==> config.mk <==
export PLATFORM = sky130hd
export DESIGN_NAME = approx_mult_error_monitor
export DESIGN_NICKNAME = d
export VERILOG_FILES = /design/src/rtl/approx_mult_error_monitor_pkg.sv /design/src/rtl/approx_mult_error_monitor_err_dist_calc.sv /design/src/rtl/approx_mult_error_monitor.sv
export SDC_FILE = /design/constraint.sdc
export NUM_CORES = 1
export LEC_CHECK = 0
export ABC_CLOCK_PERIOD_IN_PS = 5200
export CAP_MARGIN = 5
export CORE_UTILIZATION = 30
export DETAILED_ROUTE_END_ITERATION = 12
export PLACE_DENSITY = 0.54
export SLEW_MARGIN = 20
export SYNTH_ARGS = -nofsm -noshare
export SYNTH_HDL_FRONTEND = slang
export SYNTH_SLANG_ARGS = --single-unit
==> constraint.sdc <==
create_clock -name Clk -period 5.2 [get_ports Clk]
set_clock_uncertainty 0.1 [all_clocks]
set_input_delay 0.52 -clock Clk [delete_from_list [all_inputs] [get_ports Clk]]
set_output_delay 0.52 -clock Clk [all_outputs]
set_load 0.05 [all_outputs]
==> src/rtl/approx_mult_error_monitor_pkg.sv <==
// Shared definitions for the approximate-multiplier error monitor:
// FSM encoding, default sizing and saturating accumulate helpers.
package approx_mult_error_monitor_pkg;

  localparam int DEF_WIDTH = 8;
  localparam int DEF_CNT_W = 17;
  localparam int DEF_ACC_W = 32;

  typedef logic [1:0] state_t;

  localparam state_t ST_IDLE  = 2'd0;
  localparam state_t ST_RUN   = 2'd1;
  localparam state_t ST_DRAIN = 2'd2;
  localparam state_t ST_DONE  = 2'd3;

  // Unsigned add clamped to the all-ones value of a w-bit accumulator (w <= 63).
  function automatic logic [63:0] sat_add_u(input logic [63:0] acc,
                                            input logic [63:0] inc,
                                            input int unsigned w);
    logic [64:0] sum;
    logic [64:0] maxv;
    maxv = (65'd1 << w) - 65'd1;
    sum  = {1'b0, acc} + {1'b0, inc};
    if (sum > maxv) begin
      return maxv[63:0];
    end else begin
      return sum[63:0];
    end
  endfunction

  // Two's complement add clamped to the signed range of a w-bit accumulator.
  function automatic logic signed [63:0] sat_add_s(input logic signed [63:0] acc,
                                                   input logic signed [63:0] inc,
                                                   input int unsigned w);
    logic signed [64:0] sum;
    logic signed [64:0] maxv;
    logic signed [64:0] minv;
    maxv = (65'sd1 <<< (w - 32'd1)) - 65'sd1;
    minv = -maxv - 65'sd1;
    sum  = 65'(acc) + 65'(inc);
    if (sum > maxv) begin
      return maxv[63:0];
    end else if (sum < minv) begin
      return minv[63:0];
    end else begin
      return sum[63:0];
    end
  endfunction

endpackage

==> src/rtl/approx_mult_error_monitor_err_dist_calc.sv <==
// Combinational error-distance stage: exact product, signed difference
// (approx - exact) and its magnitude. Registers live in the parent.
module approx_mult_error_monitor_err_dist_calc
  import approx_mult_error_monitor_pkg::*;
#(
  parameter int WIDTH = DEF_WIDTH
) (
  input  logic [WIDTH-1:0]          a,
  input  logic [WIDTH-1:0]          b,
  input  logic [2*WIDTH-1:0]        p_approx,
  output logic signed [2*WIDTH:0]   diff,
  output logic [2*WIDTH-1:0]        ed
);

  logic [2*WIDTH-1:0] p_exact_s;
  logic signed [2*WIDTH:0] neg_diff_s;

  assign p_exact_s  = (2*WIDTH)'(a) * (2*WIDTH)'(b);
  assign diff       = signed'({1'b0, p_approx}) - signed'({1'b0, p_exact_s});
  assign neg_diff_s = -diff;
  // |diff| never exceeds 2^(2*WIDTH)-1, so the sign bit can be dropped.
  assign ed         = diff[2*WIDTH] ? neg_diff_s[2*WIDTH-1:0] : diff[2*WIDTH-1:0];

endmodule

==> src/rtl/approx_mult_error_monitor.sv <==
// Streams (A, B, P_Approx) samples through a 3-stage pipeline and accumulates
// error count, summed/max error distance and signed bias over a programmed run.
module approx_mult_error_monitor
  import approx_mult_error_monitor_pkg::*;
#(
  parameter int WIDTH = DEF_WIDTH,
  parameter int CNT_W = DEF_CNT_W,
  parameter int ACC_W = DEF_ACC_W
) (
  input  logic                 Clk,
  input  logic                 Rst,
  input  logic                 Start,
  input  logic [CNT_W-1:0]     Num_Samples,
  input  logic                 In_Valid,
  output logic                 In_Ready,
  input  logic [WIDTH-1:0]     A,
  input  logic [WIDTH-1:0]     B,
  input  logic [2*WIDTH-1:0]   P_Approx,
  output logic                 Busy,
  output logic                 Done,
  output logic [CNT_W-1:0]     Sample_Count,
  output logic [CNT_W-1:0]     Err_Count,
  output logic [ACC_W-1:0]     Sum_ED,
  output logic [2*WIDTH-1:0]   Max_ED,
  output logic [ACC_W-1:0]     Bias
);

  localparam int PW = 2*WIDTH;

  state_t state_r, state_nx_s;
  logic [CNT_W-1:0] num_r;
  logic in_ready_r, busy_r, done_r;
  logic accept_s, clr_s;

  logic [WIDTH-1:0] a1_r, b1_r;
  logic [PW-1:0] p1_r;
  logic v1_r;
  logic signed [PW:0] diff_s, diff2_r;
  logic [PW-1:0] ed_s, ed2_r;
  logic v2_r;

  logic [CNT_W-1:0] cnt_r, err_r;
  logic [ACC_W-1:0] sum_r;
  logic [PW-1:0] max_r;
  logic signed [ACC_W-1:0] bias_r;

  assign accept_s = In_Valid && in_ready_r;
  assign clr_s    = ((state_r == ST_IDLE) || (state_r == ST_DONE)) && Start;

  // Next-state decode; a run ends on the accept that reaches the latched count.
  always_comb begin
    state_nx_s = state_r;
    case (state_r)
      ST_IDLE, ST_DONE: begin
        if (Start) begin
          state_nx_s = (Num_Samples == {CNT_W{1'b0}}) ? ST_DONE : ST_RUN;
        end else begin
          state_nx_s = state_r;
        end
      end
      ST_RUN: begin
        if (accept_s && ((cnt_r + CNT_W'(1)) == num_r)) begin
          state_nx_s = ST_DRAIN;
        end else begin
          state_nx_s = ST_RUN;
        end
      end
      ST_DRAIN: begin
        if (!v1_r) begin
          state_nx_s = ST_DONE;
        end else begin
          state_nx_s = ST_DRAIN;
        end
      end
      default: state_nx_s = ST_IDLE;
    endcase
  end

  // FSM state and status outputs, registered from the next state.
  always_ff @(posedge Clk) begin
    if (Rst) begin
      state_r    <= ST_IDLE;
      in_ready_r <= 1'b0;
      busy_r     <= 1'b0;
      done_r     <= 1'b0;
      num_r      <= {CNT_W{1'b0}};
    end else begin
      state_r    <= state_nx_s;
      in_ready_r <= (state_nx_s == ST_RUN);
      busy_r     <= (state_nx_s == ST_RUN) || (state_nx_s == ST_DRAIN);
      done_r     <= (state_nx_s == ST_DONE);
      if (clr_s) begin
        num_r <= Num_Samples;
      end
    end
  end

  approx_mult_error_monitor_err_dist_calc #(.WIDTH(WIDTH)) u_err_dist_calc (
    .a        (a1_r),
    .b        (b1_r),
    .p_approx (p1_r),
    .diff     (diff_s),
    .ed       (ed_s)
  );

  // S1 operand capture and S2 error-distance registers.
  always_ff @(posedge Clk) begin
    if (Rst) begin
      v1_r    <= 1'b0;
      a1_r    <= {WIDTH{1'b0}};
      b1_r    <= {WIDTH{1'b0}};
      p1_r    <= {PW{1'b0}};
      v2_r    <= 1'b0;
      diff2_r <= {(PW+1){1'b0}};
      ed2_r   <= {PW{1'b0}};
    end else begin
      v1_r <= accept_s;
      if (accept_s) begin
        a1_r <= A;
        b1_r <= B;
        p1_r <= P_Approx;
      end
      v2_r <= v1_r;
      if (v1_r) begin
        diff2_r <= diff_s;
        ed2_r   <= ed_s;
      end
    end
  end

  // S3 statistics; Start clears them for a fresh run.
  always_ff @(posedge Clk) begin
    if (Rst || clr_s) begin
      cnt_r  <= {CNT_W{1'b0}};
      err_r  <= {CNT_W{1'b0}};
      sum_r  <= {ACC_W{1'b0}};
      max_r  <= {PW{1'b0}};
      bias_r <= {ACC_W{1'b0}};
    end else begin
      if (accept_s) begin
        cnt_r <= cnt_r + CNT_W'(1);
      end
      if (v2_r) begin
        err_r  <= err_r + {{(CNT_W-1){1'b0}}, (ed2_r != {PW{1'b0}})};
        sum_r  <= ACC_W'(sat_add_u(64'(sum_r), 64'(ed2_r), ACC_W));
        bias_r <= ACC_W'(sat_add_s(64'(bias_r), 64'(diff2_r), ACC_W));
        if (ed2_r > max_r) begin
          max_r <= ed2_r;
        end
      end
    end
  end

  assign In_Ready     = in_ready_r;
  assign Busy         = busy_r;
  assign Done         = done_r;
  assign Sample_Count = cnt_r;
  assign Err_Count    = err_r;
  assign Sum_ED       = sum_r;
  assign Max_ED       = max_r;
  assign Bias         = bias_r;

endmodule

Yosys cells after proc, flatten, opt, wreduce, memory -nomap -nowiden
Cells that the tools add are included.
{"block": "op_classes", "addsub": 6, "mul": 1, "order_cmp": 4, "n_eq_ne": 7, "n_mux": 9, "n_reduce_logical": 11}
{"op": "$mux 32", "count": 3}
{"op": "$gt 33x32->1 const B", "count": 2}
{"op": "$add 32x16->33", "count": 1}
{"op": "$add 32x17->33", "count": 1}
{"op": "$lt 33x32->1 const B", "count": 1}
{"op": "$add 17x1->17", "count": 1}
{"op": "$add 17x1->17 const B", "count": 1}
{"op": "$eq 17x17->1", "count": 1}
{"op": "$logic_not 17->1", "count": 1}
{"op": "$sub 16x16->17", "count": 1}
{"op": "$gt 16x16->1", "count": 1}
{"op": "$mul 8x8->16", "count": 1}
{"op": "$mux 16", "count": 1}
{"op": "$neg 16->16", "count": 1}
{"op": "$reduce_bool 16->1", "count": 1}
{"op": "$eq 2x2->1 const B", "count": 4}
{"op": "$mux 2", "count": 3}
{"op": "$pmux 2 s3", "count": 1}
{"op": "$eq 2x1->1 const B", "count": 2}
{"op": "$logic_and 1x1->1", "count": 3}
{"op": "$logic_or 1x1->1", "count": 3}
{"op": "$logic_not 2->1", "count": 1}
{"op": "$reduce_and 2->1", "count": 1}
{"op": "$reduce_or 2->1", "count": 1}
{"op": "$mux 1", "count": 1}
{"block": "totals", "register_bits": 203, "inputBits": 53, "output_inout_bits": 117, "word_cells": 55}

Longest topological paths before layout
{"block": "depth", "word_depth": 7, "mapped_depth": 22, "ltp_nobuf": 19}

Hierarchy
A second synthesis with hierarchy kept.
{"block": "unflattened", "cells_unflattened": 1742, "area_unflattened_um2": 14182.4}
{"mod": "approx_mult_error_monitor", "n_inst": 1, "cells_per_inst": 1325, "area_per_inst_um2": 10892.9, "seq_area_each_um2": 4063.9}
{"mod": "approx_mult_error_monitor_err_dist_calc", "n_inst": 1, "cells_per_inst": 417, "area_per_inst_um2": 3289.4, "seq_area_each_um2": 0.0}

Worst setup path after synthesis
Ideal clock, no wire load.
{"block": "synth_path", "path_type": "reg2reg", "from": "reg b1_r[7]", "to": "reg ed2_r[15]", "setup_ps": 86, "t_arrival_ps": 5170, "required_ps": 5014, "path_slack_ps": -156, "path_stages_with_launch": 19, "path_buffers": 1, "synth_period_minus_slack_ps": 5356, "path_cell_list": "dfxtp_1 clkbuf_1 nand2_1 fa_1 fa_1 fa_1 inv_1 fa_1 inv_1 ha_1 a21oi_1 o21bai_1 a31o_2 a311oi_1 xnor2_1 or4_4 o41ai_2 xor2_1 a211oi_1"}
{"block": "synth_via", "elab_chain_len": 4}
{"element": "start: declaration", "line": "approx_mult_error_monitor.sv:35", "rtl": "logic [WIDTH-1:0] a1_r, b1_r;"}
{"element": "start signal: assignment", "line": "approx_mult_error_monitor.sv:111", "rtl": "b1_r <= {WIDTH{1'b0}};"}
{"element": "$mul 8x8->16 (*)", "line": "approx_mult_error_monitor_err_dist_calc.sv:18", "rtl": "assign p_exact_s = (2*WIDTH)'(a) * (2*WIDTH)'(b);"}
{"element": "$sub 16x16->17 (*)", "line": "approx_mult_error_monitor_err_dist_calc.sv:19", "rtl": "assign diff = signed'({1'b0, p_approx}) - signed'({1'b0, p_exact_s});"}
{"element": "$neg 16->16", "line": "approx_mult_error_monitor_err_dist_calc.sv:20", "rtl": "assign neg_diff_s = -diff;"}
{"element": "$mux 16 (*)", "line": "approx_mult_error_monitor_err_dist_calc.sv:22", "rtl": "assign ed = diff[2*WIDTH] ? neg_diff_s[2*WIDTH-1:0] : diff[2*WIDTH-1:0];"}
{"element": "end signal: assignment", "line": "approx_mult_error_monitor.sv:115", "rtl": "ed2_r <= {PW{1'b0}};"}
{"element": "end signal: assignment", "line": "approx_mult_error_monitor.sv:126", "rtl": "ed2_r <= ed_s;"}
{"element": "end: declaration", "line": "approx_mult_error_monitor.sv:39", "rtl": "logic [PW-1:0] ed_s, ed2_r;"}
Every way passes the cells marked *; elsewhere a longest branch is shown, timed or not.
A chain may end at the register's enable or synchronous reset.

Worst setup path in the final report
{"block": "layout_path", "from": "reg b1_r[1]", "to": "reg ed2_r[14]"}
Same word-level chain as after synthesis.

==> flow_summary.toml <==
[floorplan]
rows = 78
start_util_pct = 30.7
die_y_um = 218
core_mm2 = 0.0458
die_area_mm2 = 0.0476
top_level_ports = 170
dieWidth_um = 218

[power_and_ir_drop]
peakVddDrop_mv = 0.270
combPwrFrac_pct = 43.5
powerDensity_mw_per_mm2 = 364
power_leakage_nw = 7.32
p_seq_share_pct = 27.4
switching_share_pct = 36.3
p_switching_mw = 2.39
p_int_mw = 4.20
power.share.clock_pct = 29.2

[synthesis]
synthesis.nets = 1927
yosysWarnings = 0
synthesis.area_mm2 = 0.0140
synth.distinct_cells = 69
synthTopCellsByArea = "dfxtp_1 (29%), ha_1 (9.9%), fa_1 (7.3%)"
synth_edf_count = 0
postSynth.asyncResetShare_pct = 0
ys_seq_area_share_pct = 28.8
ys_seq_elements = 202
synthFlopType = "dfxtp_1"
syn-mean-instance-area_um2 = 8.19
synth_top_area_share_pct = 28.8
yosys.area.top_type = "dfxtp_1"
postSynthCellCount = 1712

[critical_path]
crit_type = "reg -> reg"
worstPathArrival_ps = 5430
cp.required_ps = 5480
worst_setup_path_end_kind = "flop"
startpoint_type = "flop"
crit_fanout = 6

[timing]
min_period_ps = 5150
max_slew.worst_pin.slew_ps = 1060
fin_setup_tns_ps = 0
finalMaxSlewViolations = 0
relSlewSlack_pct = 29.4
setup_ws_ps = 48.1
setup_viol = 0
hold_viol = 0
timing.fmax_mhz = 194
rsz0062_at_grt = "yes"
hold_slack_ps = 354
fin_crit_sh_pct = 99.1

[grt]
grt.overflow.total = 0
antenna_found_initial = 1
grt_pass1_wl_um = 61700
grt.total_usage_pct = 15.7
grt_pass1_vias = 11800
grt_max_degree = 69

[cells_and_area]
synthToLayoutAreaGrowth_pct = 29.2
n_fill_cell = 4631
layout_common_cells = "nand2_1 (193), dfxtp_1 (185), a21oi_1 (171)"
layout-drive-gt1-share_pct = 11.4
regArea_mm2 = 0.00409
nets = 2128
antennaDiodeCount = 0
fin_util_pct = 39.6
finish.instance_area_mm2 = 0.0181
multi_input_area_mm2 = 0.00949
layout_commonest_cell = "nand2_1"

[clock_tree]
clockRootBuffer = "clkbuf_16"
cts_tree = "done"
clkSinkCount = 202
clkTransAtPathRegs_ps = 60
cts_inserted_buffers = 26
postCtsHoldBufs = 0
clk_latency_ps = 550
clk_path_buf_depth = 3
cts-htree-levels = 1

[place]
place_area_mm2 = 0.0167
port_buffers = 169
place_ws_ps = -300
place.gp.congestion = 0.868
hpwlAfterDp_um = 28900

[drt]
vias_per_cell = 4.91
drc_errors = 0
ant_nets = 0
drt_pre_antenna_iters = 4
avgRoutedWirePerCell_um = 15.3
vias = 12400
drtIter0Drc = 512
drt_wl_total_um = 38700

[job]
maxCapViolCount = 0

[min_path]
hold_class = "in -> reg"

[run_status]
outcome = "finished clean"
[path summary, 6_finish.rpt]
| kind | from | to | slack, ps | cells after the start |
|---|---|---|---|---|
| min | Rst | state_r[1] | 350 | 2 |
| max | b1_r[1] | ed2_r[14] | 50 | 19 |
| max reg2reg | b1_r[1] | ed2_r[14] | 50 | 19 |
| min reg2reg | p1_r[6] | p1_r[6] | 360 | 2 |
[what timing repair did]
item	4_1_cts	5_1_grt
setup buffers	0	14
gates cloned	0	1
pin swaps	3	46
setup endpoints to repair	14	14
resized for setup	20	71
[through the flow]
stage | instances | power (mW)
2_1_floorplan | 1712 | 3.44
3_3_place_gp | 2470 | 4.27
3_5_place_dp | 2470 | 4.30
4_1_cts | 2518 | 6.31
5_1_grt | 2533 | 7.02
6_report | 2533 | 6.59
[layout make-up]
type	instances	share of cell area (%)
clock buffers	35	4.22
repair buffers	259	13.1
clock inverters	13	0.814
well taps	600	4.14
flip-flops and latches	202	22.6
inverters	132	2.75
multi-input cells	1292	52.4
[power by group through the flow]
stage | logic, mW | registers, mW | clock network (mW)
floorplan | 1.57 | 1.87 | 0
global placement | 2.44 | 1.83 | 0
detailed placement | 2.47 | 1.84 | 0
CTS | 2.52 | 1.81 | 1.98
global route | 3.14 | 1.82 | 2.05
finish | 2.87 | 1.80 | 1.92
[cell usage after synthesis (19+ instances only)]
| master | count |
|---|---|
| a211oi_1 | 28 |
| a21o_1 | 25 |
| a21oi_1 | 175 |
| and2_1 | 45 |
| clkbuf_1 | 71 |
| dfxtp_1 | 202 |
| fa_1 | 51 |
| ha_1 | 111 |
| inv_1 | 132 |
| maj3_1 | 30 |
| mux2i_1 | 32 |
| nand2_1 | 197 |
| nand3_1 | 25 |
| nand4_1 | 20 |
| nor2_1 | 119 |
| nor3_1 | 19 |
| o21ai_0 | 92 |
| or3_1 | 24 |
| xnor2_1 | 55 |
| xor2_1 | 58 |
[worst max-delay path, stage by stage, from the launching register on]
cell      delay, ps
dfxtp_4         370
and2_4          160
fa_1            490
inv_2            40
fa_1            470
fa_1            530
inv_1            50
fa_1            510
inv_2            40
ha_4            160
a21oi_4         190
o21bai_4        100
a31o_4          250
a311oi_4        290
xnor2_2         120
buf_4           150
or3_4           400
o41ai_4         320
xor2_1          170
a211oi_1         80
[kinds of logic (layout without fill, tap and decap cells)]
group                    count (synthesis)  count (layout)  synth area share (%)
buffers and inverters                  218             439                  5.95
AO/OA/AOI/OAI                          419             419                  18.3
adder cells (fa/ha/maj)                192             192                  19.3
multiplexers                            33              33                  2.36
XOR/XNOR                               113             113                  7.05
AND/OR/NAND/NOR                        535             535                  18.2
flip-flops                             202             202                  28.8
[per-layer routing]
layer / share of wire (%) / up-vias / track usage (%)
met5: 0 / - / 0
met4: 1.4 / 0 / 3.26
met3: 4.2 / 37 / 2.00
met2: 47 / 229 / 26.2
met1: 47 / 5829 / 21.6
li1: - / 6331 / -
[sequential cells by signal (all words and copies together) (netlist names), 2 cells and up]
signal,count
Bias,32
a1_r,8
diff2_r,17
b1_r,8
Err_Count,17
ed2_r,15
Max_ED,16
Sample_Count,17
num_r,17
Sum_ED,32
state_r,2
p1_r,16
Note: power is estimated with default switching activity, not from simulation.
